**config.mk**
```make
export PLATFORM = sky130hd
export DESIGN_NAME = muldiv_seq_ctl_flat
export DESIGN_NICKNAME = d
export VERILOG_FILES = /design/src/rtl/muldiv_seq_ctl_if.sv /design/src/rtl/muldiv_seq_ctl.sv /design/src/flat_wrapper.sv
export SDC_FILE = /design/constraint.sdc
export NUM_CORES = 1
export LEC_CHECK = 0
export ABC_AREA = 0
export CAP_MARGIN = 20
export CORE_AREA = 2 2 39 41
export DETAILED_ROUTE_END_ITERATION = 10
export DIE_AREA = 0 0 41 43
export DONT_BUFFER_PORTS = 1
export HOLD_SLACK_MARGIN = 0.02
export PLACE_DENSITY_LB_ADDON = 0.12
export SYNTH_ARGS = -nofsm -noshare
export SYNTH_HDL_FRONTEND = slang
export SYNTH_SLANG_ARGS = --single-unit
```
**constraint.sdc**
```tcl
create_clock -name clk -period 1.45 [get_ports clk]
set_input_delay 0.2175 -clock clk [delete_from_list [all_inputs] [get_ports clk]]
set_output_delay 0.2175 -clock clk [all_outputs]
set_load 0.01 [all_outputs]
```
**src/rtl/muldiv_seq_ctl_if.sv**
```systemverilog
// Handshake bundle between the pipeline control and the HI/LO mul/div sequencer.
// master = pipeline side, slave = sequencer.
interface muldiv_seq_ctl_if;
  logic [31:0] instrD;
  logic [31:0] instrE;
  logic        b_zero;
  logic        cancel;
  logic        md_start;
  logic [1:0]  md_op;
  logic        busy;
  logic        hilo_we;
  logic        stall_md;

  modport master (
    output instrD, instrE, b_zero, cancel,
    input  md_start, md_op, busy, hilo_we, stall_md
  );

  modport slave (
    input  instrD, instrE, b_zero, cancel,
    output md_start, md_op, busy, hilo_we, stall_md
  );
endinterface

```
**src/rtl/muldiv_seq_ctl.sv**
```systemverilog
// Launch/latency/stall sequencer for the multi-cycle HI/LO multiply/divide unit.
// Optional MDU_DIVZERO_FAST_EN: divide by zero skips the latency and leaves HI/LO untouched.
module muldiv_seq_ctl #(
  parameter int MULT_CYCLES = 5,
  parameter int DIV_CYCLES  = 10
) (
  input  logic              clk,
  input  logic              rst_n,
  muldiv_seq_ctl_if.slave   md
);

  localparam int MAX_N = (MULT_CYCLES > DIV_CYCLES) ? MULT_CYCLES : DIV_CYCLES;
  localparam int CW    = ($clog2(MAX_N) > 4) ? $clog2(MAX_N) : 4;
  localparam logic [CW-1:0] MULT_LOAD = CW'(MULT_CYCLES - 1);
  localparam logic [CW-1:0] DIV_LOAD  = CW'(DIV_CYCLES - 1);

  typedef enum logic [1:0] {
    IDLE = 2'd0,
    BUSY = 2'd1,
    DONE = 2'd2
  } state_t;

  state_t        state, state_nx;
  logic [CW-1:0] cnt;
  logic [1:0]    md_op_q;
  logic          dz;
  logic          is_md_e;
  logic          is_hilo_d;
  logic          launch_dz;
  logic          md_start;
  logic          hilo_we;
  logic          stall_md;

  always_comb begin
    is_md_e   = (md.instrE[31:26] == 6'h00) && (md.instrE[5:2] == 4'b0110);
    is_hilo_d = (md.instrD[31:26] == 6'h00) &&
                ((md.instrD[5:2] == 4'b0110) || (md.instrD[5:2] == 4'b0100));
  end

`ifdef MDU_DIVZERO_FAST_EN
  assign launch_dz = is_md_e & md.instrE[1] & md.b_zero;

  always_ff @(posedge clk or negedge rst_n) begin
    if (!rst_n)        dz <= 1'b0;
    else if (md_start) dz <= launch_dz;
  end

  logic unused_bits;
  assign unused_bits = ^{md.instrD[25:6], md.instrD[1:0], md.instrE[25:6]};
`else
  assign launch_dz = 1'b0;
  assign dz        = 1'b0;

  logic unused_bits;
  assign unused_bits = ^{md.instrD[25:6], md.instrD[1:0], md.instrE[25:6], md.b_zero};
`endif

  always_comb begin
    state_nx = state;
    md_start = 1'b0;
    hilo_we  = 1'b0;
    case (state)
      IDLE: begin
        md_start = is_md_e & ~md.cancel;
        if (md_start) state_nx = launch_dz ? DONE : BUSY;
      end
      BUSY: begin
        if (cnt == '0) state_nx = DONE;
      end
      DONE: begin
        hilo_we  = ~md.cancel & ~dz;
        state_nx = IDLE;
      end
      default: state_nx = IDLE;
    endcase
    if (md.cancel) state_nx = IDLE;
  end

  // DONE is excluded: HI/LO is written at the DONE edge, before a released reader reaches E.
  always_comb begin
    stall_md = ((state == BUSY) | md_start) & is_hilo_d;
  end

  always_ff @(posedge clk or negedge rst_n) begin
    if (!rst_n) state <= IDLE;
    else        state <= state_nx;
  end

  always_ff @(posedge clk or negedge rst_n) begin
    if (!rst_n) begin
      cnt     <= '0;
      md_op_q <= '0;
    end else if (md_start) begin
      cnt     <= md.instrE[1] ? DIV_LOAD : MULT_LOAD;
      md_op_q <= md.instrE[1:0];
    end else if ((state == BUSY) && (cnt != '0)) begin
      cnt <= cnt - 1'b1;
    end
  end

  assign md.md_start = md_start;
  assign md.md_op    = md_op_q;
  assign md.busy     = (state != IDLE);
  assign md.hilo_we  = hilo_we;
  assign md.stall_md = stall_md;

endmodule

```
**src/flat_wrapper.sv**
```systemverilog
// flat-port wrapper written by rule: the top's interface ports become plain ports
module muldiv_seq_ctl_flat 
#(
  parameter int MULT_CYCLES = 5,
  parameter int DIV_CYCLES  = 10
)
  (clk, rst_n, md_instrD, md_instrE, md_b_zero, md_cancel, md_md_start, md_md_op, md_busy, md_hilo_we, md_stall_md);
  muldiv_seq_ctl_if md_i ();
  input  logic clk;
  input  logic rst_n;
  input wire logic [$bits(md_i.instrD)-1:0] md_instrD;
  input wire logic [$bits(md_i.instrE)-1:0] md_instrE;
  input wire logic [$bits(md_i.b_zero)-1:0] md_b_zero;
  input wire logic [$bits(md_i.cancel)-1:0] md_cancel;
  output wire logic [$bits(md_i.md_start)-1:0] md_md_start;
  output wire logic [$bits(md_i.md_op)-1:0] md_md_op;
  output wire logic [$bits(md_i.busy)-1:0] md_busy;
  output wire logic [$bits(md_i.hilo_we)-1:0] md_hilo_we;
  output wire logic [$bits(md_i.stall_md)-1:0] md_stall_md;
  assign md_i.instrD = md_instrD;
  assign md_i.instrE = md_instrE;
  assign md_i.b_zero = md_b_zero;
  assign md_i.cancel = md_cancel;
  assign md_md_start = md_i.md_start;
  assign md_md_op = md_i.md_op;
  assign md_busy = md_i.busy;
  assign md_hilo_we = md_i.hilo_we;
  assign md_stall_md = md_i.stall_md;
  muldiv_seq_ctl #(.MULT_CYCLES(MULT_CYCLES), .DIV_CYCLES(DIV_CYCLES)) u_core (.clk(clk), .rst_n(rst_n), .md(md_i));
endmodule
```
# Word-level counts from Yosys, hierarchy flattened
# Index checks and enable logic that the tools add are counted.
[totals]
reg_bits = 8
in_bits = 68
out_inout_bits = 6
wordCells = 36
[classes]
addsub = 1
eq_ne = 7
mux = 9
bitwise_logic = 4
n_reduce_logical = 12
[op_table]
columns = ["cell", "count"]
rows = [
  ["equality test 4 x 3 -> 1 bit (second input constant)", 3],
  ["logical NOT 6 bit", 2],
  ["2-to-1 mux 4 bit", 3],
  ["2-to-1 mux 2 bit", 3],
  ["inequality test 3 x 2 -> 1 bit (second input constant)", 2],
  ["logical NOT 4 bit", 1],
  ["case mux 2 bit (2 select lines)", 1],
  ["nonzero test 2 bit", 2],
  ["nonzero test 4 bit", 1],
  ["subtractor 4 x 1 -> 4 bit (second input constant)", 1],
  ["logical AND 1 bit", 3],
  ["bitwise AND 1 bit", 2],
  ["equality test 2 x 1 -> 1 bit (second input constant)", 1],
  ["equality test 2 bit (second input constant)", 1],
  ["logical NOT 2 bit", 1],
  ["2-to-1 mux 1 bit", 2],
  ["AND reduction 2 bit", 1],
  ["logical OR 1 bit", 1],
  ["NOT 1 bit", 1],
  ["bitwise OR 1 bit", 1],
]

# Logic depth before layout (Yosys ltp)
[logic_depth]
word_depth = 6
ltp_mapped = 6
depth_no_buf = 6

# Worst setup path before layout
# Ideal clock, no wire load.
[synth_path]
path_kind = "flip-flop to output port"
start = "register u_core.state[1]"
end = "output port md_stall_md"
arrival_time_ns = 1.129
required_ns = 1.233
path_slack_ns = 0.103
stages_incl_launch_ff = 4
path_buffers = 0
path_cell_list = "dfrtp_1 -> or2_1 -> nand4b_4 -> a21oi_1"
[synth_between]
elab_chain_cells = 4
word_cells_on_any_way = 5
classes_between = "eq/ne: 1; mux: 1; bitwise: 2; reduce/logical: 1"
[synth_lines]
columns = ["element", "line_no", "text"]
rows = [
  ["from (decl)", "muldiv_seq_ctl.sv:23", "state_t state, state_nx;"],
  ["from (signal assigned)", "muldiv_seq_ctl.sv:86", "else state <= state_nx;"],
  ["logical NOT 2 bit", "muldiv_seq_ctl.sv:62", "case (state)"],
  ["2-to-1 mux 1 bit", "muldiv_seq_ctl.sv:62", ""],
  ["bitwise OR 1 bit (*)", "muldiv_seq_ctl.sv:81", "stall_md = ((state == BUSY) | md_start) & is_hilo_d;"],
  ["bitwise AND 1 bit (*)", "muldiv_seq_ctl.sv:81", ""],
  ["to (decl)", "flat_wrapper.sv:19", "output wire logic [$bits(md_i.stall_md)-1:0] md_stall_md;"],
]
# Every way passes the cells marked *; elsewhere a longest branch is shown, timed or not.

# Worst setup path after layout
[layout_path]
start = "register u_core.state[0]"
end = "output port md_stall_md"
# Same word-level chain as after synthesis.

==> metrics.csv <==
stage;metric;value;unit
yosys;Post-Syn Nets;113;
yosys;post-synth top area cell;dfrtp_1;
timing;unrepaired setup endpoints after global routing;yes;
route;DR vias/cell;5.61;
cts;H-tree level count;1;
finish;Ant. Diodes;0;
finish;fraction of final layout cells sized beyond drive strength 1;37.7;%
yosys;post-synth top area share;41.7;%
yosys;Synth Area in Simple Gates;29.4;%
timing;setup tns final;-0.113;ns
finish;NumNets Final;124;
global_route;Tot GR Track Use;14.2;%
yosys;Post-synth EDFFs;0;
route;drt pass-1 iters;4;
pwr;PwrDens;767;mW/mm^2
route;DR iter-0 viols;6;
yosys;Post-Synth Adder-Cell Area;2.60;%
timing;Final Hold Fails;0;
yosys;post-synthesis mux area share;10.4;%
cts;clk sinks;8;
cts;Worst-path clk slew;0.05;ns
critical_path;Startpoint Class;flip-flop;
route;Vias;387;
status;violated checks;negative setup slack;
yosys;ys flop type;dfrtp_1;
die;core box area;0.00138;mm^2
die;Starting Density;34.7;%
yosys;Netlist cell types;23;
route;remaining routing DRC violations;0;
timing;Slew Limit Fails;0;
critical_path;Worst Setup SP;u_core.state[0]$_DFFE_PN0P_;
yosys;Post-synth top cells;dfrtp_1 (8), a21oi_1 (5), inv_1 (5);
timing;Worst Clk Skew;0.00800;ns
die;I/O Pins;74;
critical_path;Critical Setup Path Class;reg2out;
timing;Worst-Margin Slew;0.384;ns
placed_design;post-DP HPWL;788;um
critical_path;Crit. End Element;output port;
timing;relative slew slack;74.3;%
placed_design;gpl congestion;0.690;
critical_path;WP data required;1.23;ns
cts;CTS Buf Count;3;
flow_run;MaxCap Viol Count;0;
die;Die Span Y;43;um
finish;synthesis-to-layout area growth;25.5;%
critical_path;RR Startpoint;u_core.state[0]$_DFFE_PN0P_;
critical_path;CP max FO;4;
yosys;Avg Cell Area, Syn;10.9;um^2
pwr;Pleak;0.000269;uW
route;final WL;1070;um
timing;fin worst setup slack;-0.0692;ns
yosys;sequential area share after synthesis;41.7;%
yosys;main combinational cell family by area after synthesis;simple AND/OR/NAND/NOR gates;
global_route;GR Overflow Total;0;
die;Die Wd;41;um
global_route;initial antenna violation count;0;
route;Final ANT Viol Nets;0;
yosys;Synth Area in XOR/XNOR;1.82;%
timing;Final Setup Violations;4;
finish;Util after Layout;43.6;%
die;row cnt;14;
min_path;Worst Hold Class;in2reg;
cts;CTS tree;built;
route;wire per inst;15.5;um
timing;fin crit share;105;%
yosys;Area contributors post-synth;dfrtp_1 (42%), mux2_4 (6.3%), a21oi_1 (5.2%), nand4b_4 (4.9%), nor4_4 (4.4%);
cts;Longest Clk Path Bufs;2;
timing;Peak Freq;0.658;GHz
cts;clock root cell;clkbuf_4;
status;status;finished with violations;
yosys;Post-synth ARST share;100;%
pwr;worst vdd ir;391;uV
timing;min Tclk post-route;1.52;ns
placed_design;Buffers on Ports;0;
min_path;Worst Min Path Start;md_cancel;
yosys;Synth Warn #;0;
global_route;vias in the first global route;423;
global_route;first-pass GRT wire length;1710;um
global_route;largest net degree at the start of global routing;9;
yosys;top-count cell post-synth;dfrtp_1;
die;die area;0.00176;mm^2
yosys;synthesized flop and latch total;8;
critical_path;critical path data arrival time;1.30;ns
yosys;Post-Synthesis Cells;44;
cts;Clk Latency, worst-skew pair;0.25;ns
yosys;Mapped Area;480;um^2
yosys;Compound-Gate Fraction of Synth Area;10.2;%
## final timing paths
path	to	slack, ns	depth (start not counted)
setup / recovery	md_stall_md	-0.07	3
min in group asynchronous	u_core.cnt[1]$_DFFE_PN0P_	0.32	1
hold reg to reg	u_core.md.md_op[1]$_DFFE_PN0P_	0.59	1
setup reg to reg	u_core.md.md_op[1]$_DFFE_PN0P_	-0.03	4
hold / removal	u_core.state[1]$_DFFE_PN0P_	0.04	1
max in group asynchronous	u_core.state[0]$_DFFE_PN0P_	0.85	1
## state kept, by name (all words and copies together) (netlist names)
name and cells:
u_core.state 2, u_core.md.md_op 2, u_core.cnt 4
## where the power goes
part	internal, uW	leakage, uW	switching, uW
sequential	232	0.0000984	10.6
clock	94.5	0.0000138	72.2
combinational	26.7	0.000157	26.2
total	353	0.000269	109
## critical path, cell delays in order, from the launching register on
cell and delay [ns]:
dfrtp_1 0.40, or2_1 0.24, nand4b_4 0.23, a21oi_4 0.19
## final cells by class
cell class | instances | area, um^2
Clock buffer | 3 | 22.5
Fill cell | 140 | 781
Inverter | 5 | 18.8
Multi-Input combinational cell | 31 | 292
Sequential cell | 8 | 200
Tap cell | 16 | 20.0
Timing Repair Buffer | 6 | 50.0
## routing by layer
layer | wire, um | track usage (%) | part of all wire [%]
met2 | 574 | 23.1 | 54
met5 | 0 | 0 | 0
met1 | 395 | 15.4 | 37
met3 | 102 | 7.33 | 9.5
met4 | 0 | 4.00 | 0
## cells in the final DEF, fill, tap and decap left out, types with 2 or more instances in the layout
cell / n
a21oi_4: 2
clkbuf_4: 3
nor2_1: 3
buf_4: 4
inv_1: 4
mux2_4: 2
dlygate4sd3_1: 2
dfrtp_1: 8
a21oi_1: 4
nor3_1: 2
mux2i_1: 2
## cell families (layout without fill, tap and decap cells)
kind of cell,count (synthesis),in the layout
and+or+nand+nor,17,17
xor gates and xnor gates,1,1
buffers and inverters,5,14
muxes,4,4
adders and majority gates,1,1
DFF,8,8
AOI/OAI and AO/OA,8,8
## through the flow
step,total power (uW),worst slack [ns],hold WS [ns],cell area [um^2],std cells
after floorplan,276,0.103,-0.0781,480,44
after global placement,281,0.0810,-0.0778,508,61
after detailed placement,284,0.0612,-0.0777,508,61
after CTS,461,-0.0467,0.0209,567,67
after global routing,497,-0.148,0.0210,603,69
final,462,-0.0692,0.0397,603,69
## what timing repair did
| item | 4_1_cts | 5_1_grt |
|---|---|---|
| resized for setup | 2 | 5 |
| endpoints found under the setup margin | 2 | 6 |
| endpoints found under the hold margin | 8 | 1 |
| hold buffers | 1 | 1 |
| setup buffers | 2 | 1 |
Note: power is estimated with default switching activity, not from simulation.
